`src/rtl/stride_read_master.sv`:
```
// Strided AXI read-burst master: issues cfg_count bursts at base + n*stride, checks R beats, XORs data.
// Define STRIDE_READ_MASTER_STALL_CNT_EN to add the stall_cnt output.
module stride_read_master #(
  parameter int ADDR_BITS            = 16,
  parameter int BURST_LEN_WIDTH      = 8,
  parameter int TID_WIDTH            = 8,
  parameter int LOG_BLOCK_DATA_BYTES = 0,
  parameter int MAX_OUTSTANDING      = 4,
  parameter int CNT_WIDTH            = 8
) (
  input  logic                                clk,
  input  logic                                rst,
  input  logic                                start,
  input  logic [ADDR_BITS-1:0]                cfg_base,
  input  logic [ADDR_BITS-1:0]                cfg_stride,
  input  logic [CNT_WIDTH-1:0]                cfg_count,
  input  logic [BURST_LEN_WIDTH-1:0]          cfg_len,
  input  logic [TID_WIDTH-1:0]                cfg_id,
  output logic                                m_ar_valid,
  input  logic                                m_ar_ready,
  output logic [ADDR_BITS-1:0]                m_ar_addr,
  output logic [BURST_LEN_WIDTH-1:0]          m_ar_len,
  output logic [TID_WIDTH-1:0]                m_ar_id,
  input  logic                                m_r_valid,
  output logic                                m_r_ready,
  input  logic                                m_r_last,
  input  logic [(8<<LOG_BLOCK_DATA_BYTES)-1:0] m_r_data,
  input  logic [TID_WIDTH-1:0]                m_r_id,
  output logic                                busy,
  output logic                                done,
  output logic                                error,
  output logic [(8<<LOG_BLOCK_DATA_BYTES)-1:0] checksum
`ifdef STRIDE_READ_MASTER_STALL_CNT_EN
  ,
  output logic [CNT_WIDTH+7:0]                stall_cnt
`endif
);

  localparam int DATA_WIDTH = 8 << LOG_BLOCK_DATA_BYTES;
  localparam int OUT_W      = $clog2(MAX_OUTSTANDING + 1);

  typedef enum logic [1:0] {S_IDLE, S_ISSUE, S_DRAIN, S_DONE} state_t;

  state_t                     state, state_n;
  logic [CNT_WIDTH-1:0]       count_q, issued, issued_n;
  logic [ADDR_BITS-1:0]       stride_q;
  logic [BURST_LEN_WIDTH-1:0] len_q, beat;
  logic [TID_WIDTH-1:0]       id_q;
  logic [OUT_W-1:0]           outstanding, out_n;
  logic                       ar_hs, r_hs, rlast_hs, r_err, out_dec;

  assign m_ar_len  = len_q;
  assign m_ar_id   = id_q;
  assign m_r_ready = busy;

  always_comb begin
    ar_hs    = m_ar_valid & m_ar_ready;
    r_hs     = m_r_valid & m_r_ready;
    rlast_hs = r_hs & m_r_last;
    out_dec  = rlast_hs && (outstanding != '0);
    issued_n = issued + CNT_WIDTH'(ar_hs);
    out_n    = outstanding + OUT_W'(ar_hs) - OUT_W'(out_dec);
    r_err    = r_hs && ((m_r_id != id_q) ||
                        (m_r_last && (beat != len_q)) ||
                        (!m_r_last && (beat == len_q)) ||
                        (outstanding == '0));
    state_n  = state;
    case (state)
      S_IDLE:  if (start) state_n = (cfg_count == '0) ? S_DONE : S_ISSUE;
      S_ISSUE: if (ar_hs && (issued_n == count_q)) state_n = (out_n == '0) ? S_DONE : S_DRAIN;
      S_DRAIN: if (out_n == '0) state_n = S_DONE;
      default: state_n = S_IDLE;
    endcase
  end

  // Next-cycle counts feed the registered valid/done so done lands one cycle after the final handshake.
  always_ff @(posedge clk) begin
    if (rst) begin
      state       <= S_IDLE;
      m_ar_valid  <= 1'b0;
      m_ar_addr   <= '0;
      busy        <= 1'b0;
      done        <= 1'b0;
      error       <= 1'b0;
      checksum    <= '0;
      outstanding <= '0;
      issued      <= '0;
      beat        <= '0;
      count_q     <= '0;
      stride_q    <= '0;
      len_q       <= '0;
      id_q        <= '0;
`ifdef STRIDE_READ_MASTER_STALL_CNT_EN
      stall_cnt   <= '0;
`endif
    end else begin
      state <= state_n;
      busy  <= (state_n == S_ISSUE) || (state_n == S_DRAIN);
      done  <= (state_n == S_DONE);
      if (state == S_IDLE) begin
        m_ar_valid <= 1'b0;
        if (start) begin
          m_ar_addr   <= cfg_base;
          stride_q    <= cfg_stride;
          count_q     <= cfg_count;
          len_q       <= cfg_len;
          id_q        <= cfg_id;
          error       <= 1'b0;
          checksum    <= '0;
          issued      <= '0;
          outstanding <= '0;
          beat        <= '0;
          m_ar_valid  <= (cfg_count != '0);
        end
      end else begin
        issued      <= issued_n;
        outstanding <= out_n;
        if (ar_hs) m_ar_addr <= m_ar_addr + stride_q;
        // A stalled request keeps valid: issued is unchanged and outstanding cannot grow.
        m_ar_valid  <= (state_n == S_ISSUE) && (out_n < OUT_W'(MAX_OUTSTANDING)) &&
                       (issued_n < count_q);
        if (r_hs) begin
          checksum <= checksum ^ DATA_WIDTH'(m_r_data);
          if (m_r_last)            beat <= '0;
          else if (beat != len_q)  beat <= beat + BURST_LEN_WIDTH'(1);
        end
        if (r_err) error <= 1'b1;
      end
`ifdef STRIDE_READ_MASTER_STALL_CNT_EN
      if ((state == S_IDLE) && start) begin
        stall_cnt <= '0;
      end else if (((m_ar_valid && !m_ar_ready) ||
                    ((state == S_ISSUE) && (outstanding == OUT_W'(MAX_OUTSTANDING)))) &&
                   (stall_cnt != '1)) begin
        stall_cnt <= stall_cnt + (CNT_WIDTH+8)'(1);
      end
`endif
    end
  end

endmodule
```
`config.mk`:
```
export PLATFORM = sky130hd
export DESIGN_NAME = stride_read_master
export DESIGN_NICKNAME = d
export VERILOG_FILES = /design/src/rtl/stride_read_master.sv
export SDC_FILE = /design/constraint.sdc
export NUM_CORES = 1
export LEC_CHECK = 0
export CORE_UTILIZATION = 35
export DETAILED_ROUTE_END_ITERATION = 10
export PLACE_DENSITY_LB_ADDON = 0.25
export SYNTH_ARGS = -nofsm -noshare
export SYNTH_HDL_FRONTEND = slang
export SYNTH_SLANG_ARGS = --single-unit
export TNS_END_PERCENT = 50
```
`constraint.sdc`:
```
create_clock -name clk -period 7.7 [get_ports clk]
set_clock_uncertainty 0.15 [all_clocks]
set_input_delay 1.155 -clock clk [delete_from_list [all_inputs] [get_ports clk]]
set_output_delay 1.155 -clock clk [all_outputs]
set_load 0.01 [all_outputs]
```
# Word level (Yosys, flattened, before mapping)
# Cells that the tools add are included.
[word_totals] reg_bits=89 latch_bits=0 ramBits=0 mem_bits_ro=0 out_inout_bits=45 word_cells=86 mem_count=0
[op_classes] n_addsub=5 n_mul=0 n_div=0 order_cmp=2 eq_ne=10 n_shift=0 mux=24 n_bitwise=4 reduce_logical=27
[op_table] cell="8-bit 2-to-1 mux" n=8
[op_table] cell="16-bit 2-to-1 mux" n=3
[op_table] cell="16-bit adder" n=1
[op_table] cell="8-bit equality test" n=2
[op_table] cell="8-bit inequality test" n=2
[op_table] cell="8-bit by 1-bit adder with 8-bit output" n=1
[op_table] cell="8-bit by 1-bit adder with 8-bit output (second input constant)" n=1
[op_table] cell="8-bit logical NOT" n=1
[op_table] cell="8-bit < comparator" n=1
[op_table] cell="2-bit 2-to-1 mux" n=4
[op_table] cell="2-bit AND reduction" n=4
[op_table] cell="8-bit nonzero test" n=1
[op_table] cell="8-bit bitwise XOR" n=1
[op_table] cell="1-bit logical AND" n=7
[op_table] cell="2-bit equality test (second input constant)" n=3
[op_table] cell="3-bit logical NOT" n=2
[op_table] cell="1-bit 2-to-1 mux" n=6
[op_table] cell="3-bit 2-to-1 mux" n=2
[op_table] cell="2-bit one-hot mux with 3 select lines" n=1
[op_table] cell="2-bit nonzero test" n=3
[op_table] cell="3-bit nonzero test" n=2
[op_table] cell="2-bit by 1-bit equality test with 1-bit output (second input constant)" n=2
[op_table] cell="1-bit logical OR" n=4
[op_table] cell="3-bit by 1-bit adder with 3-bit output" n=1
[op_table] cell="7 further kinds" n=9

# Depth between registers and ports, before layout
# Gate-level depths: netlist of the first run.
[depth] depth_word=12 ltp_mapped=15

# Worst setup path before layout of the first run
# OpenSTA, ideal clock, no wires.
[synth_timing] kind="in2reg" startpoint="input port m_ar_ready" endpoint="register m_ar_valid" setup_time_ns=0.070 arrival_time_ns=3.821 slack_ns=3.658 path_stages=15 path_buffers=0 cell_sequence="and2_1 clkinv_1 ha_1 inv_1 ha_1 inv_1 fa_1 xor2_1 xnor2_1 nand3b_1 a221oi_1 ha_1 nor3b_1 o2111ai_1 a21oi_1"
[synth_via] elab_chain_cells=11
[synth_rtl] element="start: declaration" line_no="20" rtl="input logic m_ar_ready,"
[synth_rtl] element="1-bit bitwise AND *" line_no="57" rtl="ar_hs = m_ar_valid & m_ar_ready;"
[synth_rtl] element="3-bit by 1-bit adder with 3-bit output" line_no="62" rtl="out_n = outstanding + OUT_W'(ar_hs) - OUT_W'(out_dec);"
[synth_rtl] element="3-bit by 1-bit subtractor with 3-bit output" line_no="62"
[synth_rtl] element="3-bit logical NOT" line_no="70, 71"
[synth_rtl] element="1-bit 2-to-1 mux" line_no="70" rtl="S_ISSUE: if (ar_hs && (issued_n == count_q)) state_n = (out_n == '0) ? S_DONE : S_DRAIN;"
[synth_rtl] element="2-bit 2-to-1 mux" line_no="70"
[synth_rtl] element="2-bit one-hot mux with 3 select lines *" line_no="68" rtl="case (state)"
[synth_rtl] element="net state_n[0]" line_no="44" rtl="state_t state, state_n;"
[synth_rtl] element="2-bit by 1-bit equality test with 1-bit output *" line_no="120" rtl="m_ar_valid <= (state_n == S_ISSUE) && (out_n < OUT_W'(MAX_OUTSTANDING)) &&"
[synth_rtl] element="1-bit logical AND * (2 in a row)" line_no="120"
[synth_rtl] element="1-bit 2-to-1 mux *" line_no="100" rtl="if (state == S_IDLE) begin"
[synth_rtl] element="end signal: assignment" line_no="113" rtl="m_ar_valid <= (cfg_count != '0);"
[synth_rtl] element="end signal: assignment" line_no="120"
[synth_rtl] element="end: declaration" line_no="19" rtl="output logic m_ar_valid,"
# Mark *: on every way through the listed nets, which the timed path passes. The rest lies on a longest branch.
# A chain may end at the register's enable or synchronous reset.

# Final worst setup path of the first run
# Same ends and word-level chain as after synthesis.

==> results by stage, run 1 <==
Yosys:
- The largest area contributor in the netlist is sky130_fd_sc_hd__dfxtp_1.
- The Yosys warning count is 0.
- The count of flip-flops with a built-in enable after synthesis is 0.
- Synthesis produced a netlist with a net count of 720.
- The most used flip-flop cell after synthesis is sky130_fd_sc_hd__dfxtp_1.
- The share of async-settable or async-resettable flops after synthesis is 0%.
- The synthesized instance count is 610.
- By instance count, the leading cell after synthesis is sky130_fd_sc_hd__nand2_1.
- By area the synthesized netlist is led by sky130_fd_sc_hd__dfxtp_1 37%, sky130_fd_sc_hd__nand2_1 9.5%, sky130_fd_sc_hd__ha_1 7.8%.
- The number of synthesized register bits is 89.
- The area share of the largest cell type after synthesis is 37.1%.
- Sequential elements use 37.1% of the synthesized area.
- Counting instances in the post-synthesis netlist gives the leading cell types as 122 x sky130_fd_sc_hd__nand2_1, 89 x sky130_fd_sc_hd__dfxtp_1, 65 x sky130_fd_sc_hd__a21oi_1.
- After synthesis, the netlist uses 56 different library cells.
- The mean instance size in the synthesized netlist is 7.87 um^2.
- The mapped netlist covers 0.00480 mm^2.

Die:
- The starting density of the core is 36.1%.
- The floorplan die width is 119 um.
- The total number of placement rows is 42.
- The vertical extent of the die is 119 um.
- Pin placement for this block handled 123 I/O pins.
- The die area is 0.0142 mm^2.
- The core region is 0.0133 mm^2.

CTS:
- Clock-pin slew was measured on the worst setup and hold paths at 60 ps.
- After clock tree synthesis, the setup repair step added 0 buffers.
- The clock reaches the later pin of the worst-skew pair after 350 ps.
- TritonCTS built the clock tree.
- The total clock sinks is 89.
- The total of hold buffers inserted after clock tree synthesis is 0.
- The maximum level of the CTS H-tree is 3.
- The cell at the root of the clock tree is sky130_fd_sc_hd__clkbuf_16.
- The number of clock buffers added by TritonCTS is 9.
- Counting along the longest clock path gives a buffer depth of 2.
- After clock tree synthesis, the repair step resized 0 gates.

GRT:
- The initial antenna violation count is 0.
- The first global-routing pass estimated 21100 um of wire.
- The global routing usage summed across all routing layers is 18.5%.
- The overflow left after global routing is 0.
- The via count of the first global-routing pass is 4463.
- The largest net degree at the start of global routing is 77.

Timing:
- For this run, the top clock speed supported by timing is 214 MHz.
- The final count of negative-setup-slack endpoints is 0.
- For the pin with the worst max-slew slack, the measured transition is 822 ps.
- Setup repair after global routing left no endpoint under its margin.
- The final-layout worst hold slack is 308 ps.
- The max-slew violation count came to 0.
- After layout, the minimum clock period comes to 4680 ps.
- The worst slew margin relative to its limit is 45.2%.
- The worst path uses 60.7% of the clock period.
- The hold violation count in the final report is 0.
- For the final routed database, the setup TNS stands at 0 ps.

Setup path:
- The critical path is of the in2reg type.
- The type of element capturing the critical path is a flip-flop.
- STA classifies the critical path startpoint as an input pin.
- The data arrival time of the critical path is 4800 ps.
- For the worst setup path, the data required time is 7830 ps.
- Of all nets on the critical path, the largest fanout is 8.

Finish:
- The fraction of layout cells with a size suffix above 1 is 4.30%.
- The sequential cells in the finished layout cover a total of 0.00178 mm^2.
- The final-layout fill cell count is 1288.
- Cells fill 48.4% of the core in the end.
- The area of the multi-input gates is 0.00283 mm^2.
- The number of antenna cells inserted is 0.
- Relative to the synthesized area, the layout overhead comes to 34.1%.
- In the final design database the tool counted 826 nets.

Power and ir drop:
- The power density of the placed cells is 201 mW/mm^2.
- The leakage power of the design is 2.60 nW.
- IR analysis of the VDD net gives a maximum drop of 0.123 mV.

Drt:
- The detailed router's first-iteration violation count is 222.
- The pre-antenna-repair detailed-routing pass consisted of 4 iterations.
- The mean number of vias per cell is 5.05.
- The routed length per instance is 14.3 um.
- Once detail routing completed, the nets flagged for antenna violations numbered 0.
- The total number of vias is 4532.
- The total length of routed wires is 12900 um.
- In the routed design, unresolved DRC markers number 0.

Place:
- At the end of routability-driven placement, the weighted congestion stood at 0.835.
- Port buffering added 122 buffers.
- The sum of net half-perimeters after detailed placement is 9140 um.

Run:
- Max-cap violations in this run came to 0.

Outcome:
- The flow ran to the end, and the final reports show no timing, DRC or antenna violations.

Min path:
- The type of the worst min-delay path is reg2reg.
worst max-delay path, cell delays in order:
cell                              delay, ps
sky130_fd_sc_hd__clkdlybuf4s50_1        450
sky130_fd_sc_hd__and2_1                 150
sky130_fd_sc_hd__clkinv_1               320
sky130_fd_sc_hd__ha_1                   410
sky130_fd_sc_hd__inv_1                   60
sky130_fd_sc_hd__ha_1                   140
sky130_fd_sc_hd__inv_1                   50
sky130_fd_sc_hd__fa_1                   370
sky130_fd_sc_hd__xor2_1                 260
sky130_fd_sc_hd__xnor2_1                200
sky130_fd_sc_hd__nand3b_1               120
sky130_fd_sc_hd__a221oi_1               440
sky130_fd_sc_hd__ha_1                   220
sky130_fd_sc_hd__nor3b_1                170
sky130_fd_sc_hd__o2111ai_1              140
sky130_fd_sc_hd__a21oi_1                150
metrics by stage:
step                worst slack [ps]  area [um^2]  std cells  total power, mW
floorplan                       3660         4800        610            0.727
global placement                2850         6140        881            0.858
detailed placement              2740         6140        881            0.864
CTS                             3090         6440        897             1.31
global route                    2820         6440        897             1.36
finish                          3020         6440        897             1.29
final cells by class:
type | count | area share [%]
multi-input combinational | 473 | 44.0
sequential | 89 | 27.7
timing repair buffer | 126 | 19.4
clock buffer | 10 | 3.71
tap | 176 | 3.42
inverter | 17 | 0.991
clock inverter | 6 | 0.894
power by group:
group,switching (mW),internal (mW)
Combinational,0.168,0.156
Clock,0.183,0.258
Sequential,0.0335,0.496
worst paths after layout:
kind	depth (start not counted)	startpoint	slack, ps	end
setup / recovery	16	m_ar_ready	3020	m_ar_valid
hold / removal	2	count_q[2]	310	count_q[2]
setup reg to reg	15	m_ar_valid	3910	m_ar_valid
hold reg to reg	2	count_q[2]	310	count_q[2]
kinds of logic (layout without fill, tap and decap cells):
logic type / after synthesis / after routing / synth area share (%)
fa+ha+maj: 32 / 32 / 8.65
simple gates: 261 / 261 / 24.0
flops: 89 / 89 / 37.1
buf+inv: 48 / 159 / 4.07
mux: 3 / 3 / 0.626
xor+xnor: 47 / 47 / 8.57
compound gates: 130 / 130 / 16.9
cell usage in the layout (no fill, tap or decap), types with 6 or more instances in the layout:
cell type and instances:
sky130_fd_sc_hd__nor3_1 13, sky130_fd_sc_hd__nor2_1 62, sky130_fd_sc_hd__a211oi_1 7, sky130_fd_sc_hd__a311oi_1 6, sky130_fd_sc_hd__nand4_1 7, sky130_fd_sc_hd__clkdlybuf4s50_1 121
sky130_fd_sc_hd__o21ai_0 17, sky130_fd_sc_hd__xnor2_1 15, sky130_fd_sc_hd__clkbuf_16 9, sky130_fd_sc_hd__xor2_1 32, sky130_fd_sc_hd__nand3_1 18, sky130_fd_sc_hd__nor2b_1 7
sky130_fd_sc_hd__ha_1 30, sky130_fd_sc_hd__inv_1 16, sky130_fd_sc_hd__dfxtp_1 89, sky130_fd_sc_hd__a21o_1 8, sky130_fd_sc_hd__nand2_1 122, sky130_fd_sc_hd__a21oi_1 65
metal layers:
metal / vias to the layer above / global-route usage [%] / wire length, um
li1: 2301 / - / -
met1: 2112 / 21.5 / 5770
met2: 108 / 31.9 / 6300
met3: 11 / 6.08 / 658
met4: 0 / 5.46 / 135
met5: - / 0 / 0
state kept, by name (all words and copies together) (netlist names):
signal / count
m_ar_addr: 16
stride_q: 16
beat: 8
checksum: 8
count_q: 8
issued: 8
m_ar_id: 8
m_ar_len: 8
outstanding: 3
state: 2
busy: 1
done: 1
error: 1
m_ar_valid: 1
Power figures use the tool's default switching activity.
==> inputs of run 2 (changes only) <==
==> constraint.sdc (replaced) <==
create_clock -name clk -period 4.38 [get_ports clk]
set_clock_uncertainty 0.15 [all_clocks]
set_input_delay 0.657 -clock clk [delete_from_list [all_inputs] [get_ports clk]]
set_output_delay 0.657 -clock clk [all_outputs]
set_load 0.01 [all_outputs]
==> run 2 against run 1 <==
Critical path depth is 1 lower. Sequential power is 75% higher. Cell count is 0.22% higher. Sequential cell count stayed put. Sequential share of layout area is 0.17 points lower. Combinational power is 78% higher. Clock-buffer cell count is 1 higher. Power is 81% higher. Via count is 1.7% higher. Core utilization is 0.30 points higher. Largest cell class unchanged.
==> results by stage, run 2 (same netlist as run 1, synthesis figures left out) <==
Finish:
- The area taken by flip-flops and latches is 0.00178 mm^2 (unchanged).
- The fraction of layout cells with a size suffix above 1 is 4.43% (+0.13 points).
- The core utilization of the finished layout is 48.7% (+0.30 points).
- The largest registers in the layout are m_ar_addr (16), stride_q (16).
- The layout-stage area growth over the synthesis result is 34.9%.
- The top cell types in the final layout, fill and taps aside, are 122 x sky130_fd_sc_hd__nand2_1, 121 x sky130_fd_sc_hd__clkdlybuf4s50_1, 89 x sky130_fd_sc_hd__dfxtp_1, 65 x sky130_fd_sc_hd__a21oi_1, 62 x sky130_fd_sc_hd__nor2_1.
- The net count reported at finish came to 828 (+0.24%).
- The number of antenna cells inserted is 0 (unchanged).
- The final-layout fill cell count is 1292 (+0.31%).
- The area of the multi-input gates is 0.00283 mm^2 (unchanged).
- The commonest non-fill, non-tap cell in the layout is sky130_fd_sc_hd__nand2_1.

Die:
- The starting density of the core was 36.1% (unchanged).
- The I/O pin count was 123 (unchanged).
- The vertical extent of the die is 119 um (unchanged).
- The total core area is 0.0133 mm^2 (unchanged).
- The die area came to 0.0142 mm^2 (unchanged).
- The floorplan die width is 119 um (unchanged).
- The total number of placement rows is 42 (unchanged).

Power and ir drop:
- The switching fraction of total power is 29.1% (-0.63 points).
- The part of the total power dissipated in the clock network is 35.8% (+1.8 points).
- The leakage power of the design is 2.62 nW (+0.79%).
- The internal power consumption was 1.66 mW (+83%).
- The share of power burned in registers is 39.7% (-1.2 points).
- The largest voltage drop on the vdd net is 0.192 mV (+56%).
- The power density of the placed cells is 362 mW/mm^2 (+80%).
- The relative contribution of combinational cells to total power came to 24.6% (-0.4 points).
- The switching power was 0.681 mW (+77%).

CTS:
- The clock-pin slew reported for the worst setup and hold paths after clock tree synthesis was 70 ps (about the same).
- The total of hold buffers inserted after clock tree synthesis came to 0 (unchanged).
- The number of buffers created by CTS came to 9 (unchanged).
- The total clock sinks is 89 (unchanged).
- The clock latency reported for the late side of the worst-skew pair came to 350 ps (about the same).
- The maximum level of the CTS H-tree is 3 (unchanged).
- The post-CTS repair timing setup buffer count was 0 (unchanged).
- The deepest clock path buffer count is 2 (unchanged).
- The number of gates given a new drive strength after cts is 0 (unchanged).
- The cell sitting at the root of the clock tree is a sky130_fd_sc_hd__clkbuf_16.
- The TritonCTS clock tree is built.

Setup path:
- In this run the worst setup path terminates at m_ar_valid.
- In this run the critical register-to-register path is captured at m_ar_valid.
- The type of element capturing the critical path is a flip-flop.
- The timing startpoint of the critical path is m_ar_ready.
- The data arrival time of the critical path came to 3920 ps (-880 ps).
- The length in cells of the worst reg-to-reg path is 15 (unchanged).
- The startpoint of the worst register-to-register path is outstanding[1].
- The maximum fanout count along the critical path was 4 (-4).
- The category of the most critical setup path is in2reg.
- The worst reg-to-reg setup slack is 840 ps (-3070 ps).
- The worst setup path is launched from an input pin.
- The data required time of the worst path is 4440 ps (-3390 ps).

GRT:
- The global routing usage summed across all routing layers is 19.2% (+0.74 points).
- The via count of the first global-routing pass is 4686 (+5.0%).
- The routing layer with the top usage in global route is met2.
- The met2 track demand over resource in global routing came to 33.7% (+1.8 points).
- The fraction of met1 tracks used by global routing is 22.3% (+0.81 points).
- The overflow left after global routing is 0 (unchanged).
- The largest net degree at the start of global routing came to 43 (-44%).
- The global-route wire length before repair is 21800 um (+3.6%).
- The initial antenna violation count is 0 (unchanged).
- The met3 demand-to-capacity share in global routing is 5.94% (-0.14 points).

Place:
- The routability congestion estimate from global placement is 0.857 (+2.7%).
- The sum of net half-perimeters after detailed placement is 9450 um (+3.3%).
- The minimum setup slack after placement is 207 ps (-2530 ps).
- The count of input and output buffers is 122 (unchanged).

Timing:
- Counting I/O delays and the setup requirement, the final critical path takes 3870 ps.
- The max-slew violation count was 0 (unchanged).
- The maximum clock frequency is 259 MHz.
- The final-layout worst hold slack is 310 ps (+2.33 ps).
- After layout, the worst path uses 88.3% of the clock period.
- The transition time at the pin with the least slew margin was 690 ps (-131 ps).
- The hold violation count in the final report is 0 (unchanged).
- The slack of the critical path came to 514 ps (-2510 ps).
- Setup repair after global routing left no endpoint under its margin.
- The sum of negative setup slack is 0 ps (unchanged).
- The worst slew margin relative to its limit came to 53.8% (+8.6 points).
- The final count of negative-setup-slack endpoints is 0 (unchanged).

Drt:
- The total length of routed wires is 13000 um (+1.1%).
- The number of routed nets with antenna violations came to 0 (unchanged).
- The number of detailed-routing iterations run before antenna repair came to 4 (unchanged).
- The detailed router's first-iteration violation count is 215 (-3.2%).
- The residual DRC count is 0 (unchanged).
- The mean number of vias per cell was 5.12 (+1.4%).
- The routed length per instance is 14.5 um (+0.90%).
- The total number of vias was 4607 (+1.7%).

Min path:
- The path class of the tightest hold or removal check is reg2reg.

Run:
- The max-capacitance violation count was 0 (unchanged).

Outcome:
- The run finished with clean final reports.
run 2: changes by cell type in the layout (fill, tap and decap cells not counted), sizes merged:
| cell | change |
|---|---|
| buf | +2 |
| bufinv | +1 |
| clkbuf | +1 |
| clkinv | -1 |
| clkinvlp | -1 |
run 2: area by class of cell:
class / count / share of cell area, %
Clock buffer: 11 / 3.75
Timing Repair Buffer: 128 / 19.5
Tap cell: 176 / 3.40
Multi-Input combinational cell: 473 / 43.7
Sequential cell: 89 / 27.5
Inverter: 17 / 0.985
Clock inverter: 5 / 1.22
run 2: worst max-delay path, cell delays in order:
cell                              delay [ps]
sky130_fd_sc_hd__clkdlybuf4s50_1         460
sky130_fd_sc_hd__and2_1                  170
sky130_fd_sc_hd__ha_1                    170
sky130_fd_sc_hd__and3_1                  230
sky130_fd_sc_hd__and3_1                  260
sky130_fd_sc_hd__nand3_1                 110
sky130_fd_sc_hd__xnor2_1                 160
sky130_fd_sc_hd__ha_1                    300
sky130_fd_sc_hd__nand4_1                 100
sky130_fd_sc_hd__o41ai_1                 490
sky130_fd_sc_hd__a221oi_1                200
sky130_fd_sc_hd__ha_1                    240
sky130_fd_sc_hd__nor3b_1                 130
sky130_fd_sc_hd__o2111ai_1               130
sky130_fd_sc_hd__a21oi_1                 100
run 2: power groups by stage:
stage	Sequential, mW	Clock [mW]	Combinational (mW)
floorplan	0.950	0	0.327
global placement	0.945	0	0.566
detailed placement	0.946	0	0.577
CTS	0.929	0.857	0.580
global route	0.938	0.892	0.639
finish	0.929	0.838	0.576
run 2: worst min-delay path by stage:
| stage | startpoint | end | slack (ps) | cells past startpoint |
|---|---|---|---|---|
| 2_1_floorplan | count_q[1] | count_q[1] | 290 | 2 |
| 3_3_place_gp | count_q[7] | count_q[7] | 300 | 2 |
| 3_5_place_dp | stride_q[2] | stride_q[2] | 300 | 2 |
| 4_1_cts | stride_q[2] | stride_q[2] | 310 | 2 |
| 5_1_grt | count_q[2] | count_q[2] | 340 | 2 |
| 6_report | stride_q[14] | stride_q[14] | 310 | 2 |
run 2: per-layer routing:
layer / up-vias / routed length, um
met2: 105 / 6360
met1: 2181 / 5830
li1: 2307 / -
met3: 14 / 650
met4: 0 / 179
met5: - / 0
run 2: through the flow:
| stage | std cells | cell area [um^2] | total power [mW] |
|---|---|---|---|
| floorplan | 610 | 4800 | 1.28 |
| global placement | 883 | 6160 | 1.51 |
| detailed placement | 883 | 6160 | 1.52 |
| CTS | 899 | 6480 | 2.37 |
| global route | 899 | 6480 | 2.47 |
| finish | 899 | 6480 | 2.34 |
==> inputs of run 3 (changes only) <==
--- a/config.mk
+++ b/config.mk
@@ -6,6 +6,7 @@
 export NUM_CORES = 1
 export LEC_CHECK = 0
 export CORE_UTILIZATION = 35
+export CTS_CLUSTER_DIAMETER = 30
 export DETAILED_ROUTE_END_ITERATION = 10
 export PLACE_DENSITY_LB_ADDON = 0.25
 export SYNTH_ARGS = -nofsm -noshare
==> results of run 3 <==
No change in the layout: final DEF, timing and power equal those of run 2.
==> RTL change, RTL diff (settings of run 3) <==
Re-encode `state_t` (4 states) as one-hot, 4 bits wide.
--- a/src/rtl/stride_read_master.sv
+++ b/src/rtl/stride_read_master.sv
@@ -39,7 +39,7 @@
   localparam int DATA_WIDTH = 8 << LOG_BLOCK_DATA_BYTES;
   localparam int OUT_W      = $clog2(MAX_OUTSTANDING + 1);
 
-  typedef enum logic [1:0] {S_IDLE, S_ISSUE, S_DRAIN, S_DONE} state_t;
+  typedef enum logic [3:0] {S_IDLE = 4'b0001, S_ISSUE = 4'b0010, S_DRAIN = 4'b0100, S_DONE = 4'b1000} state_t;
 
   state_t                     state, state_n;
   logic [CNT_WIDTH-1:0]       count_q, issued, issued_n;
Behaviour: same outputs for any inputs over 4 cycles, from zero or initial values and one cycle with rst high; so few cycles prove little.
==> RTL change against run 3 <==
  * Cell area is 0.23% higher
  * Utilization is 0.11 points higher
  * Routed wire length is 0.87% lower
  * Sequential power is 1% higher
  * Power is 2.3% lower
  * Sequential share of layout area is 0.55 points higher
  * Critical path depth is 1 lower
  * Sequential cell count is 2 higher
  * Synthesized area is 0.16% higher
  * Setup slack better by 0.16 ns
  * Cell count is 0.67% higher
==> RTL change: results (changes against run 3) <==
Routing:
- The number of vias per cell after detailed routing is 5.007 (-2.3%).
- The number of optimization iterations in the first detailed-route pass was 4 (unchanged).
- The detail-routed net length per standard cell is 14.26 um (-1.5%).
- The number of violations reported at the end of detailed-routing iteration 0 is 236 (+9.8%).
- The sum of routed wire length over all layers came to 12900 um (-0.87%).

Critical path:
- The slack of the worst reg-to-reg path is 1.06 ns (+0.22 ns).
- The peak fanout along the critical path was 5 (+1).
- The arrival time of the worst setup path is 3.75 ns (-0.17 ns).
- The largest individual stage delay along the critical path comes from the cell sky130_fd_sc_hd__or4_1.
- The largest stage delay on the critical path is 0.53 ns (+0.04 ns).

Logic synthesis:
- The count of synthesis-stage warnings from yosys is 0 (unchanged).
- In the synthesized netlist, the cells that appear most often are sky130_fd_sc_hd__nand2_1 (124), sky130_fd_sc_hd__dfxtp_1 (91), sky130_fd_sc_hd__a21oi_1 (74).
- The share of synthesized area spent on multiplexers is 0.2082% (-0.42 points).
- By area the synthesized netlist is led by sky130_fd_sc_hd__dfxtp_1 (38%), sky130_fd_sc_hd__nand2_1 (9.7%), sky130_fd_sc_hd__a21oi_1 (7.7%).
- The count of unique library cells instantiated by Yosys is 48 (-14%).
- The sequential cell area fraction in the yosys report is 37.89% (+0.77 points).
- The XOR/XNOR share of the synthesized area is 8.925% (+0.35 points).
- The average cell area after synthesis is 7.870 um2 (about the same).
- The adder-cell share of the synthesized area is 8.379% (-0.27 points).
- The share of the synthesized area in compound gates (AO/OA/AOI/OAI) came to 16.94% (about the same).
- The synthesized netlist net count is 720 (unchanged).

Timing:
- The highest clock frequency the design can meet is 0.2699 GHz (+4.3%).
- The worst hold margin came to 0.3050 ns (-0.005369 ns).
- The normalized max-slew margin came to 51.20% (-2.6 points).

Place:
- The post-place setup slack was 0.3522 ns (+0.1449 ns).
- The final weighted congestion of routability-driven global placement is 0.8422 (-1.7%).
- The half-perimeter wire length of the detailed placement result is 9558 um (+1.2%).
- The post-placement cell count was 889 (+0.68%).

Final layout:
- The share of layout cells above drive strength 1 came to 4.115% (-0.31 points).
- The final-stage net count was 833 (+0.60%).
- The largest registers in the layout are m_ar_addr: 16 flops, stride_q: 16 flops.

Run status:
- The flow ran to the end, and the final reports show no timing, DRC or antenna violations.

Clock network:
- Clock tree synthesis selected as its root buffer the cell sky130_fd_sc_hd__clkbuf_16.

Global routing:
- The first-pass GRT wire length was 21550 um (-1.3%).
- The combined global-route utilization of all metal layers is 19.21% (about the same).
- The via count of the first global-routing pass came to 4532 (-3.3%).
- The largest net degree at the start of global routing is 46 (+7.0%).

Pwr:
- The static leakage is 2.540 nW (-3.2%).
- The worst supply voltage drop on vdd is 188.3 uV (-1.9%).
- The switching power as a share of total power is 29.49% (+0.44 points).
[RTL change: cell count changes after synthesis, sizes merged, moves of 5 or more]
cell and change:
a31oi -5, inv +5, xnor2 +5, o21ai +8
a21oi +9, nand3 -7, nor2 -14, nor3 +9
[RTL change: cell type report]
cell class,count,area [um2]
Clock buffer,10,239.0
Clock inverter,6,65.06
Fill cell,1301,6802
Inverter,21,78.83
Multi-Input combinational cell,471,2793
Sequential cell,91,1822
Tap cell,176,220.2
Timing Repair Buffer,130,1276
[RTL change: routing by layer]
layer  vias to the layer above  wire length, um  track usage (%)
met5                         -                0                0
met2                        98             6409            33.18
met1                      2101             5760            23.07
li1                       2315                -                -
met4                         0              208            7.358
met3                        17              523            4.262
[RTL change: worst register-to-register path, delay by kind of cell (launching register included)]
kind / cells / cell delay [ns]
xor+xnor: 1 / 0.17
simple gates: 6 / 1.28
compound gates: 3 / 0.52
flops: 1 / 0.35
fa+ha+maj: 3 / 0.73
[RTL change: power by group through the flow]
| stage | combinational, mW | sequential, mW | clock, mW |
|---|---|---|---|
| after floorplan | 0.310 | 0.966 | 0 |
| after global placement | 0.551 | 0.959 | 0 |
| after detailed placement | 0.560 | 0.960 | 0 |
| after CTS | 0.562 | 0.942 | 0.813 |
| after global routing | 0.621 | 0.951 | 0.840 |
| final | 0.557 | 0.942 | 0.790 |
[RTL change: per-stage QoR]
stage / util, % / instance area (um2)
floorplan: - / 4808
global placement: 46.56 / 6190
detailed placement: 46.56 / 6190
CTS: 48.84 / 6494
global route: 48.84 / 6494
finish: 48.84 / 6494
[RTL change: final timing paths]
check,from,to,cells after the start
setup / recovery,m_ar_ready,m_ar_valid,14
hold / removal,count_q[3],count_q[3],2
setup reg to reg,m_ar_valid,m_ar_valid,13
hold reg to reg,count_q[3],count_q[3],2
[RTL change: cells by family (layout without fill, tap and decap cells)]
| group | after synthesis | after routing |
|---|---|---|
| adders and majority gates | 31 | 31 |
| buffers and inverters | 49 | 167 |
| DFF | 91 | 91 |
| muxes | 1 | 1 |
| and+or+nand+nor | 251 | 251 |
| xor gates and xnor gates | 49 | 49 |
| AOI/OAI and AO/OA | 139 | 139 |
